`config.mk`:
```
export PLATFORM = sky130hd
export DESIGN_NAME = fir_ctrl
export DESIGN_NICKNAME = d
export VERILOG_FILES = /design/src/rtl/fir_pkg.sv /design/src/rtl/fir_tap_counter.sv /design/src/rtl/fir_ctrl.sv
export SDC_FILE = /design/constraint.sdc
export NUM_CORES = 1
export LEC_CHECK = 0
export ABC_AREA = 0
export CORE_MARGIN = 2
export CORE_UTILIZATION = 35
export CTS_CLUSTER_SIZE = 10
export DETAILED_ROUTE_END_ITERATION = 12
export DONT_BUFFER_PORTS = 1
export PLACE_DENSITY = 0.58
export SYNTH_ARGS = -nofsm -noshare
export SYNTH_HDL_FRONTEND = slang
export SYNTH_HIERARCHICAL = 1
export SYNTH_SLANG_ARGS = --single-unit
```
`constraint.sdc`:
```
create_clock -name clk -period 1.6 [get_ports clk]
set_input_delay 0.24 -clock clk [delete_from_list [all_inputs] [get_ports clk]]
set_output_delay 0.24 -clock clk [all_outputs]
set_load 0.01 [all_outputs]
```
`src/rtl/fir_pkg.sv`:
```
// Shared definitions for the FIR tap sequencer: state encoding, default tap
// count and the tap-index width derivation used by control and datapath.
package fir_pkg;

    localparam int NTAPS_DEF = 8;

    // Tap-index width for a given tap count; never narrower than one bit.
    function automatic int tap_width(input int ntaps);
        return (ntaps < 2) ? 1 : $clog2(ntaps);
    endfunction

    localparam int TAP_W_DEF = tap_width(NTAPS_DEF);

    localparam logic [1:0] ST_IDLE  = 2'd0;
    localparam logic [1:0] ST_SHIFT = 2'd1;
    localparam logic [1:0] ST_MAC   = 2'd2;
    localparam logic [1:0] ST_OUT   = 2'd3;

endpackage

```
`src/rtl/fir_tap_counter.sv`:
```
// Tap index counter: counts 0..NTAPS-1 while enabled, returns to 0 after the
// terminal tap so it never runs past the last coefficient.
module fir_tap_counter
    import fir_pkg::*;
#(
    parameter int NTAPS = NTAPS_DEF,
    parameter int TAP_W = tap_width(NTAPS)
) (
    input  logic             clk,
    input  logic             rst,
    input  logic             clr,
    input  logic             en,
    output logic [TAP_W-1:0] cnt,
    output logic             tc
);

    logic [TAP_W-1:0] cnt_q;
    logic [TAP_W-1:0] cnt_d;

    assign tc  = (cnt_q == TAP_W'(NTAPS - 1));
    assign cnt = cnt_q;

    // NOTE: the default assignment first keeps this block free of inferred latches.
    always_comb begin
        cnt_d = cnt_q;
        if (clr) begin
            cnt_d = '0;
        end else if (en) begin
            cnt_d = tc ? '0 : cnt_q + TAP_W'(1);
        end
    end

    // NOTE: state updates use non-blocking assignments so every flop samples pre-edge values.
    always_ff @(posedge clk or negedge rst) begin
        if (!rst) begin
            cnt_q <= '0;
        end else begin
            cnt_q <= cnt_d;
        end
    end

endmodule

```
`src/rtl/fir_ctrl.sv`:
```
// FIR filter sequencer: accepts a sample, shifts the delay line, walks the
// taps through a shared MAC and holds the result until downstream takes it.
module fir_ctrl
    import fir_pkg::*;
#(
    parameter int NTAPS = NTAPS_DEF,
    parameter int TAP_W = tap_width(NTAPS)
) (
    input  logic             clk,
    input  logic             rst,
    input  logic             in_valid,
    output logic             in_ready,
    input  logic             out_ready,
    output logic             out_valid,
    input  logic             flush,
    output logic             shift_en,
    output logic             dl_clr,
    output logic [TAP_W-1:0] tap_idx,
    output logic             mac_en,
    output logic             mac_clr,
    output logic             busy
);

    logic [1:0] state_q, state_d;
    logic       in_ready_q, in_ready_d;
    logic       out_valid_q, out_valid_d;
    logic       shift_en_q, shift_en_d;
    logic       dl_clr_q, dl_clr_d;
    logic       mac_en_q, mac_en_d;
    logic       mac_clr_q, mac_clr_d;
    logic       busy_q, busy_d;
    logic       cnt_clr, cnt_en, cnt_tc;

    fir_tap_counter #(
        .NTAPS (NTAPS),
        .TAP_W (TAP_W)
    ) u_tap_counter (
        .clk (clk),
        .rst (rst),
        .clr (cnt_clr),
        .en  (cnt_en),
        .cnt (tap_idx),
        .tc  (cnt_tc)
    );

    assign cnt_clr = flush || (state_q != ST_MAC);
    assign cnt_en  = (state_q == ST_MAC);

    always_comb begin
        state_d = state_q;
        if (flush) begin
            state_d = ST_IDLE;
        end else begin
            case (state_q)
                ST_IDLE:  if (in_valid && in_ready_q) state_d = ST_SHIFT;
                ST_SHIFT: state_d = ST_MAC;
                ST_MAC:   if (cnt_tc) state_d = ST_OUT;
                ST_OUT:   if (out_ready) state_d = ST_IDLE;
                default:  state_d = ST_IDLE;
            endcase
        end
    end

    // Outputs are decoded from the next state so each one is a plain flop.
    always_comb begin
        in_ready_d  = (state_d == ST_IDLE) && !flush;
        out_valid_d = (state_d == ST_OUT);
        shift_en_d  = (state_d == ST_SHIFT);
        dl_clr_d    = flush;
        mac_en_d    = (state_d == ST_MAC);
        mac_clr_d   = (state_d == ST_MAC) && (state_q != ST_MAC);
        busy_d      = (state_d != ST_IDLE);
    end

    always_ff @(posedge clk or negedge rst) begin
        if (!rst) begin
            state_q     <= ST_IDLE;
            in_ready_q  <= 1'b0;
            out_valid_q <= 1'b0;
            shift_en_q  <= 1'b0;
            dl_clr_q    <= 1'b0;
            mac_en_q    <= 1'b0;
            mac_clr_q   <= 1'b0;
            busy_q      <= 1'b0;
        end else begin
            state_q     <= state_d;
            in_ready_q  <= in_ready_d;
            out_valid_q <= out_valid_d;
            shift_en_q  <= shift_en_d;
            dl_clr_q    <= dl_clr_d;
            mac_en_q    <= mac_en_d;
            mac_clr_q   <= mac_clr_d;
            busy_q      <= busy_d;
        end
    end

    assign in_ready  = in_ready_q;
    assign out_valid = out_valid_q;
    assign shift_en  = shift_en_q;
    assign dl_clr    = dl_clr_q;
    assign mac_en    = mac_en_q;
    assign mac_clr   = mac_clr_q;
    assign busy      = busy_q;

endmodule
```
**Word level (Yosys, flattened, before mapping)**

Index checks and enable logic that the tools add are counted.

- Flip-flop bits (word level): 12
- Bits of input ports: 5
- Output and inout bits: 10

- Add/subtract/negate cells: 1
- Equal/unequal tests: 8
- Multiplexer cells: 8
- Reduce and logical (&&, ||, !) cells: 9

Operator list:

| kind | number |
|---|---|
| 3-bit two-way mux | 3 |
| 2-bit equality test, second input constant | 4 |
| 2-bit two-way mux | 4 |
| 2-bit case mux with 4 select lines | 1 |
| 2-bit by 1-bit equality test with 1-bit output, second input constant | 2 |
| 2-bit logical NOT | 2 |
| 2-bit nonzero test | 2 |
| 3-bit by 1-bit adder with 3-bit output, second input constant | 1 |
| 3-bit equality test, second input constant | 1 |
| 1-bit logical AND | 3 |
| 2-bit inequality test, second input constant | 1 |
| 1-bit logical NOT | 1 |
| 1-bit logical OR | 1 |

**Longest topological paths before layout**

Gate-level depths: netlist of the first run.

- Depth in word-level cells: 6
- Mapped depth: 4

**By module**

Netlist of the first run, hierarchy kept.

Modules (own cells, without submodules):

| module | times used | cells an instance | area an instance (µm²) | seq. area each (µm²) |
|---|---|---|---|---|
| fir_ctrl | 1 | 32 | 374.1 | 225.2 |
| fir_tap_counter | 1 | 12 | 151.4 | 75.1 |

**Worst setup path after synthesis of the first run**

No wires, ideal clock.

- Path type: register to register
- From: reg u_tap_counter.cnt_q[0] (netlist: u_tap_counter/cnt[0])
- To: reg u_tap_counter.cnt_q[0] (netlist: u_tap_counter/cnt[0])
- Data arrival time: 1.311 ns
- Data required time: 1.527 ns
- Setup slack: 0.215 ns
- Cell stages (with the launch flop): 5
- Clock period less this slack: 1.385 ns
- Cells stage by stage: dfrtp_1 -> ha_1 -> ha_1 -> or3b_1 -> a21oi_2

- Word-level cells in the longest chain between the ends: 4
- Elaborated cells between the ends (all ways): 5
- Classes of those cells: add/sub (1); eq/ne (1); mux (3)

RTL lines:

| item | line | text |
|---|---|---|
| from (decl) | fir_tap_counter.sv:17 | `logic [TAP_W-1:0] cnt_q;` |
| from (signal assigned) | fir_tap_counter.sv:38 | `cnt_q <= cnt_d;` |
| 3-bit equality test | fir_tap_counter.sv:20 | `assign tc = (cnt_q == TAP_W'(NTAPS - 1));` |
| net cnt_tc | fir_ctrl.sv:32 | `logic cnt_clr, cnt_en, cnt_tc;` |
| 3-bit two-way mux | fir_tap_counter.sv:29 | `cnt_d = tc ? '0 : cnt_q + TAP_W'(1);` |
| 3-bit two-way mux | fir_tap_counter.sv:28 | `end else if (en) begin` |
| 3-bit two-way mux | fir_tap_counter.sv:26 | `if (clr) begin` |

The timed path passes the listed nets, and every way through them passes these cells. The select of a mux whose other input is x is not followed.
A chain may end at the register's enable or synchronous reset.

**Worst setup path in the final report of the first run**

- From: reg u_tap_counter.cnt_q[1] (netlist: u_tap_counter/cnt[1])
- To: reg mac_en_q (netlist: mac_en)

- Word-level cells in the longest chain between the ends: 5

RTL lines:

| item | line | text |
|---|---|---|
| 3-bit equality test | fir_tap_counter.sv:20 |  |
| net cnt_tc | fir_ctrl.sv:32 |  |
| 2-bit two-way mux | fir_ctrl.sv:57 | `ST_MAC: if (cnt_tc) state_d = ST_OUT;` |
| 2-bit case mux with 4 select lines | fir_ctrl.sv:54 | `case (state_q)` |
| 2-bit two-way mux | fir_ctrl.sv:51 | `if (flush) begin` |
| 2-bit equality test | fir_ctrl.sv:70 | `mac_en_d = (state_d == ST_MAC);` |
| net mac_en_d | fir_ctrl.sv:29 | `logic mac_en_q, mac_en_d;` |
| to (signal assigned) | fir_ctrl.sv:91 | `mac_en_q <= mac_en_d;` |
| to (decl) | fir_ctrl.sv:29 |  |

The timed path passes the listed nets, and every way through them passes these cells.

==> key figures, run 1 <==
Status
  – Status: finished, final reports clean

Worst setup path
  – Nature of the critical path endpoint: flop
  – Critical Path RT: 1.80 ns
  – Worst path cell trace: ha_1 -> ha_1 -> or3b_1 -> a21oi_2
  – Top fanout value on the critical path: 4
  – Crit Path Class: reg2reg
  – R2r startpoint: u_tap_counter/cnt[1]$_DFFE_PN0P_
  – Reg2reg setup slack: 0.15 ns
  – Worst reg-to-reg path cell count: 4
  – Arrival time at the worst endpoint: 1.65 ns
  – Max incr delay on CP: 0.43 ns
  – Buf/Inv on CP: 0
  – Top delay family on crit path: adder cells
  – CP max-delay cell: dfrtp_1
  – FF-to-FF End: mac_en$_DFF_PN0_
  – Most used cell, CP: ha_1
  – Startpoint Class: flop

Detailed routing
  – Vias post-DR: 341
  – Drt pass-1 iters: 4
  – Total wire length: 927 um
  – Iter 0 DRT Violations: 10
  – Drt via density: 5.33
  – Final ANT Viol Nets: 0
  – Remaining DRCs: 0
  – WL/cell: 14.5 um

Clock tree
  – Postcts setup bufs: 0
  – Max clock buf depth: 2
  – Clk_lat worst skew: 0.27 ns
  – Worst-path clk slew: 0.07 ns
  – Clk root buf: clkbuf_4
  – Clock sinks: 12
  – H-tree Lvls: 1
  – CTS tree: done
  – CTS Buf Count: 3

Worst hold path
  – Hold_sp: flush
  – Hold path depth: 1
  – Worst hold endpoint: mac_en$_DFF_PN0_
  – Hold WC Path Type: in2reg

Cells and area
  – Nets: 58
  – Finished Cell Area: 593 um^2
  – Final core utilization: 43.9%
  – Share of layout cells above drive strength 1: 16.3%
  – Area growth, synth to finish: 12.9%
  – Final std cells w/o fill: 64
  – Antenna diodes: 0

Global routing
  – GRT Resource Usage Total: 11.7%
  – GRT busiest layer: met2
  – First-pass GRT wire length: 1510 um
  – Global route total overflow: 0
  – Met1 Track Usage GR: 11.9%
  – Vias in the first global route: 352
  – Antenna violations before repair: 0
  – M2 GR Usage: 19.4%
  – Largest net degree at the start of global routing: 13
  – Met3 Usage GRT: 3.83%

Place
  – GPL Wtd Cong: 0.730
  – Post-DP Area: 551 um^2
  – Pre-CTS setup slack: 0.156 ns
  – Port Buffers: 0
  – Dpl hpwl: 650 um
  – Placed Cells: 59

Yosys
  – Synthesized area: 526 um^2
  – Mapped Cells: 44
  – Syn Area/Cell: 11.9 um^2
  – Synth warn: 6
  – Synthesized flop and latch total: 12
  – Mapped Nets: 51
  – Synth cell types: 19
  – Sequential fraction of the synthesis area: 57.1%

Floorplan
  – IO Count: 15
  – Chip Width: 42.8 um
  – Die H: 42.8 um
  – Placement Rows: 13
  – Initial Utilization: 38.9%
  – Core area: 1350 um^2
  – Full die area: 1830 um^2

Power and ir drop
  – LEAKAGE: 0.264 nW
  – Comb pwr share: 10.3%
  – Sequential share of power: 58.9%
  – Clock Power Share: 30.8%
  – P per Cell Area: 994 nW/um^2
  – Pwr Total: 590 uW
  – Maximum VDD drop: 0.000567 V
  – Switching pwr: 148 uW
  – P_int: 441 uW
  – Sw frac: 25.1%

Timing
  – Setup violations, final: 0
  – Peak Freq: 0.691 GHz
  – Fin crit period: 1.45 ns
  – Final WS setup: 0.153 ns
  – RSZ-0062 raised after global routing: no
  – Final hold slack: 0.0178 ns
  – Fin. max-slew vios: 0
  – Measured slew at the worst slew-check pin: 0.534 ns
  – Worst rel slew slack: 64.3%
  – Period utilisation layout: 90.5%
  – TNS Setup: 0 ns
  – Worst-case clock skew: 0.00266 ns
  – Fin. Hold Viols: 0

Job
  – MaxCap Viol Count: 0
## layer usage
metal | vias up | routed length [um]
met2 | 11 | 467
met5 | - | 0
met1 | 163 | 394
met4 | 0 | 17
met3 | 2 | 47
li1 | 165 | -
## Yosys cell counts (all sizes together)
cell    count  area share [%]
ha          2             4.8
nor2        4             2.9
nor3        2             1.9
nand3b      1             1.4
clkbuf      1            0.71
buf         1            0.95
and4b       1             1.9
a211oi      1             1.4
and3        1             1.2
a21oi       4             5.2
nand2b      6             7.1
mux2i       2             3.8
a221oi      1             1.7
or2b        1             1.4
dfrtp      12              57
o21ba       1             1.9
or3b        2             3.3
nor2b       1             1.2
## worst max-delay path by stage
stage / depth (start not counted) / to / startpoint / slack (ns)
final: 4 / mac_en$_DFF_PN0_ / u_tap_counter/cnt[1]$_DFFE_PN0P_ / 0.15
after global routing: 4 / mac_en$_DFF_PN0_ / u_tap_counter/cnt[1]$_DFFE_PN0P_ / 0.08
after CTS: 4 / mac_en$_DFF_PN0_ / u_tap_counter/cnt[1]$_DFFE_PN0P_ / 0.14
after detailed placement: 4 / mac_en$_DFF_PN0_ / u_tap_counter/cnt[1]$_DFFE_PN0P_ / 0.16
after global placement: 4 / u_tap_counter/cnt[0]$_DFFE_PN0P_ / u_tap_counter/cnt[1]$_DFFE_PN0P_ / 0.20
after floorplan: 4 / u_tap_counter/cnt[0]$_DFFE_PN0P_ / u_tap_counter/cnt[0]$_DFFE_PN0P_ / 0.22
## placed cells by master, fill, tap and decap left out
cell / Yosys / final
clkbuf_4: 0 / 3
a211oi_1: 1 / 1
or3b_1: 2 / 2
mux2i_1: 2 / 2
nor2_1: 4 / 4
and3_1: 1 / 1
dfrtp_1: 12 / 12
nand2b_1: 6 / 6
buf_4: 0 / 2
nor3_1: 2 / 2
ha_1: 2 / 2
a21oi_1: 2 / 2
or2b_1: 1 / 1
a21oi_2: 2 / 2
o21ba_2: 1 / 1
dlygate4sd3_1: 0 / 2
a221oi_1: 1 / 1
nand3b_1: 1 / 1
and4b_1: 1 / 1
nor2b_1: 1 / 1
## cells by family (layout without fill, tap and decap cells)
logic type | after synthesis | count (layout) | synth area share, %
simple gates | 19 | 19 | 22.4
flops | 12 | 12 | 57.1
compound gates | 7 | 7 | 10.2
fa+ha+maj | 2 | 2 | 4.76
mux | 2 | 2 | 3.81
buf+inv | 2 | 7 | 1.67
## power groups by stage
stage / Combinational, mW / Sequential [mW] / Clock, mW
final: 0.0606 / 0.347 / 0.182
after global routing: 0.0690 / 0.349 / 0.201
after CTS: 0.0614 / 0.347 / 0.191
after detailed placement: 0.0513 / 0.353 / 0
after global placement: 0.0485 / 0.352 / 0
after floorplan: 0.0501 / 0.344 / 0
## sequential cells by signal, summed over array words and instances, names as in the netlist
signal and cells:
u_tap_counter/cnt 3, state_q 2, busy 1, dl_clr 1
in_ready 1, mac_clr 1, mac_en 1, out_valid 1
shift_en 1
## worst reg2reg max path: stages, from the launching register on
cell and delay, ns:
dfrtp_1 0.43, ha_1 0.22, ha_1 0.22, or3b_1 0.38, a21oi_2 0.14
## cell type report
type | instances | area [um^2]
fill | 128 | 757
sequential | 12 | 300
multi-input combinational | 30 | 216
timing repair buffer | 4 | 35.0
clock buffer | 3 | 22.5
tap | 15 | 18.8
## repair_timing
item / 4_1_cts / 5_1_grt
hold endpoints to repair: 13 / 0
resized for setup: 0 / 0
hold buffers: 2 / 0
setup endpoints to repair: 0 / 0
(Power assumes the default switching activity.)
==> run 2, diff against run 1 <==
HOLD_SLACK_MARGIN = 0.15   (was default)
SKIP_LAST_GASP = 1   (was default)
==> run 2 against run 1 <==
Against the previous run:
- non-clock buffer count is 2 higher
- sequential power hardly changed
- critical endpoint unchanged
- die area stayed put
- register-to-register slack barely moved
- routed wire length increased by 3.6%
- maximum frequency grew 0.25%
- power increased by 1.8%
- global-route usage up 0.53 points
- largest cell class unchanged
- cell count increased by 3.1%
==> key figures, run 2 (synthesized netlist as in run 1, its figures left out) <==
Status
  – Status: finished, final reports clean

Cells and area
  – Nets: 60 (+3.4%)
  – Final std cells w/o fill: 66 (+3.1%)
  – Most frequent cells in the layout: dfrtp_1 (12), nand2b_1 (6), nor2_1 (4), dlygate4sd3_1 (4), clkbuf_4 (3)
  – Area growth, synth to finish: 16.7%
  – Antenna diodes: 0 (unchanged)
  – Finished Cell Area: 613 um^2 (+3.4%)
  – Most common cell after layout, fill and taps aside: dfrtp_1
  – Max FFs per register: 3 (unchanged)
  – Share of layout cells above drive strength 1: 15.7% (-0.64 points)

Floorplan
  – Placement Rows: 13 (unchanged)
  – Core area: 1350 um^2 (unchanged)
  – IO Count: 15 (unchanged)
  – Full die area: 1830 um^2 (unchanged)
  – Die H: 42.8 um (unchanged)
  – Chip Width: 42.8 um (unchanged)
  – Initial Utilization: 38.9% (unchanged)

Power and ir drop
  – Pwr Total: 600 uW (+1.8%)
  – Maximum VDD drop: 0.000555 V (-2.0%)
  – LEAKAGE: 0.272 nW (+3.2%)
  – P per Cell Area: 979 nW/um^2 (-1.5%)

Global routing
  – Vias in the first global route: 357 (+1.4%)
  – Largest net degree at the start of global routing: 13 (unchanged)
  – Global route total overflow: 0 (unchanged)
  – First-pass GRT wire length: 1590 um (+5.0%)
  – GRT Resource Usage Total: 12.3% (+0.53 points)
  – Antenna violations before repair: 0 (unchanged)

Timing
  – RSZ-0062 raised after global routing: no
  – TNS Setup: 0 ns (unchanged)
  – Worst-case clock skew: 0.00175 ns (-0.000904 ns)
  – Final WS setup: 0.156 ns (+0.00359 ns)
  – Fin. max-slew vios: 0 (unchanged)
  – Fin crit period: 1.44 ns (-0.00359 ns)
  – Peak Freq: 0.693 GHz (+0.25%)
  – Fin. Hold Viols: 0 (unchanged)
  – Setup violations, final: 0 (unchanged)
  – Worst rel slew slack: 64.4% (+0.094 points)
  – Measured slew at the worst slew-check pin: 0.532 ns (-0.00141 ns)
  – Period utilisation layout: 90.2% (-0.22 points)

Place
  – Placed Cells: 59 (unchanged)
  – Pre-CTS setup slack: 0.156 ns (unchanged)
  – Post-DP Area: 551 um^2 (unchanged)
  – Dpl hpwl: 650 um (unchanged)
  – Port Buffers: 0 (unchanged)
  – GPL Wtd Cong: 0.730 (unchanged)

Clock tree
  – Postcts setup bufs: 0 (unchanged)
  – H-tree Lvls: 1 (unchanged)
  – Max clock buf depth: 2 (unchanged)
  – Hold_buf cts: 4 (+2)
  – CTS tree: done
  – Post-CTS sizing: 0 (unchanged)
  – Clk_lat worst skew: 0.28 ns (about the same)
  – Worst-path clk slew: 0.07 ns (about the same)
  – Clock sinks: 12 (unchanged)
  – CTS Buf Count: 3 (unchanged)
  – Clk root buf: clkbuf_4

Detailed routing
  – Vias post-DR: 361 (+5.9%)
  – Total wire length: 960 um (+3.6%)
  – Drt pass-1 iters: 4 (unchanged)
  – WL/cell: 14.5 um (+0.42%)
  – Iter 0 DRT Violations: 7 (-3)
  – Remaining DRCs: 0 (unchanged)
  – Final ANT Viol Nets: 0 (unchanged)
  – Drt via density: 5.47 (+2.7%)

Worst setup path
  – Top delay family on crit path: flip-flops
  – Max incr delay on CP: 0.43 ns (about the same)
  – Worst path cell trace: ha_1 -> ha_1 -> or3b_1 -> a21oi_2
  – Top fanout value on the critical path: 4 (unchanged)
  – Crit Path Class: reg2reg
  – Most used cell, CP: ha_1
  – Buf/Inv on CP: 0 (unchanged)
  – Critical Path RT: 1.81 ns (about the same)
  – Nature of the critical path endpoint: flop
  – CP max-delay cell: dfrtp_1
  – Startpoint Class: flop
  – Arrival time at the worst endpoint: 1.65 ns (about the same)

Worst hold path
  – Hold WC Path Type: in2reg

Job
  – MaxCap Viol Count: 0 (unchanged)
run 2: stage by stage:
step / util, % / hold slack [ns]
2_1_floorplan: - / -0.0556
3_3_place_gp: 40.8 / -0.0553
3_5_place_dp: 40.8 / -0.0553
4_1_cts: 45.4 / 0.166
5_1_grt: 45.4 / 0.163
6_report: 45.4 / 0.173
run 2: worst register-to-register path: stages (launching register included):
cell and delay, ns:
dfrtp_1 0.43, ha_1 0.21, ha_1 0.21, or3b_1 0.38, a21oi_2 0.14
run 2: layout make-up:
cell class | instances | area [um^2]
multi-input cells | 30 | 216
well taps | 15 | 18.8
repair buffers | 6 | 55.1
flip-flops and latches | 12 | 300
clock buffers | 3 | 22.5
fillers | 126 | 737
run 2: metal layers:
metal	track usage, %	vias up	routed length [um]
met3	3.83	5	51
met1	12.7	172	390
met2	20.3	12	480
li1	-	172	-
met4	9.38	0	38
met5	0	-	0
run 2: final timing paths:
| path | endpoint | start | slack [ns] | cells past startpoint |
|---|---|---|---|---|
| max reg2reg | mac_en$_DFF_PN0_ | u_tap_counter/cnt[1]$_DFFE_PN0P_ | 0.16 | 4 |
| min | shift_en$_DFF_PN0_ | in_valid | 0.17 | 1 |
| max | mac_en$_DFF_PN0_ | u_tap_counter/cnt[1]$_DFFE_PN0P_ | 0.16 | 4 |
| min in group asynchronous | out_valid$_DFF_PN0_ | rst | 0.37 | 1 |
| min reg2reg | u_tap_counter/cnt[1]$_DFFE_PN0P_ | u_tap_counter/cnt[1]$_DFFE_PN0P_ | 0.65 | 2 |
| max in group asynchronous | mac_en$_DFF_PN0_ | rst | 0.87 | 1 |
run 2: power breakdown:
part | internal [mW] | switching, mW | total (mW)
Combinational | 0.0358 | 0.0313 | 0.0672
Clock | 0.0874 | 0.0990 | 0.186
Sequential | 0.322 | 0.0251 | 0.347
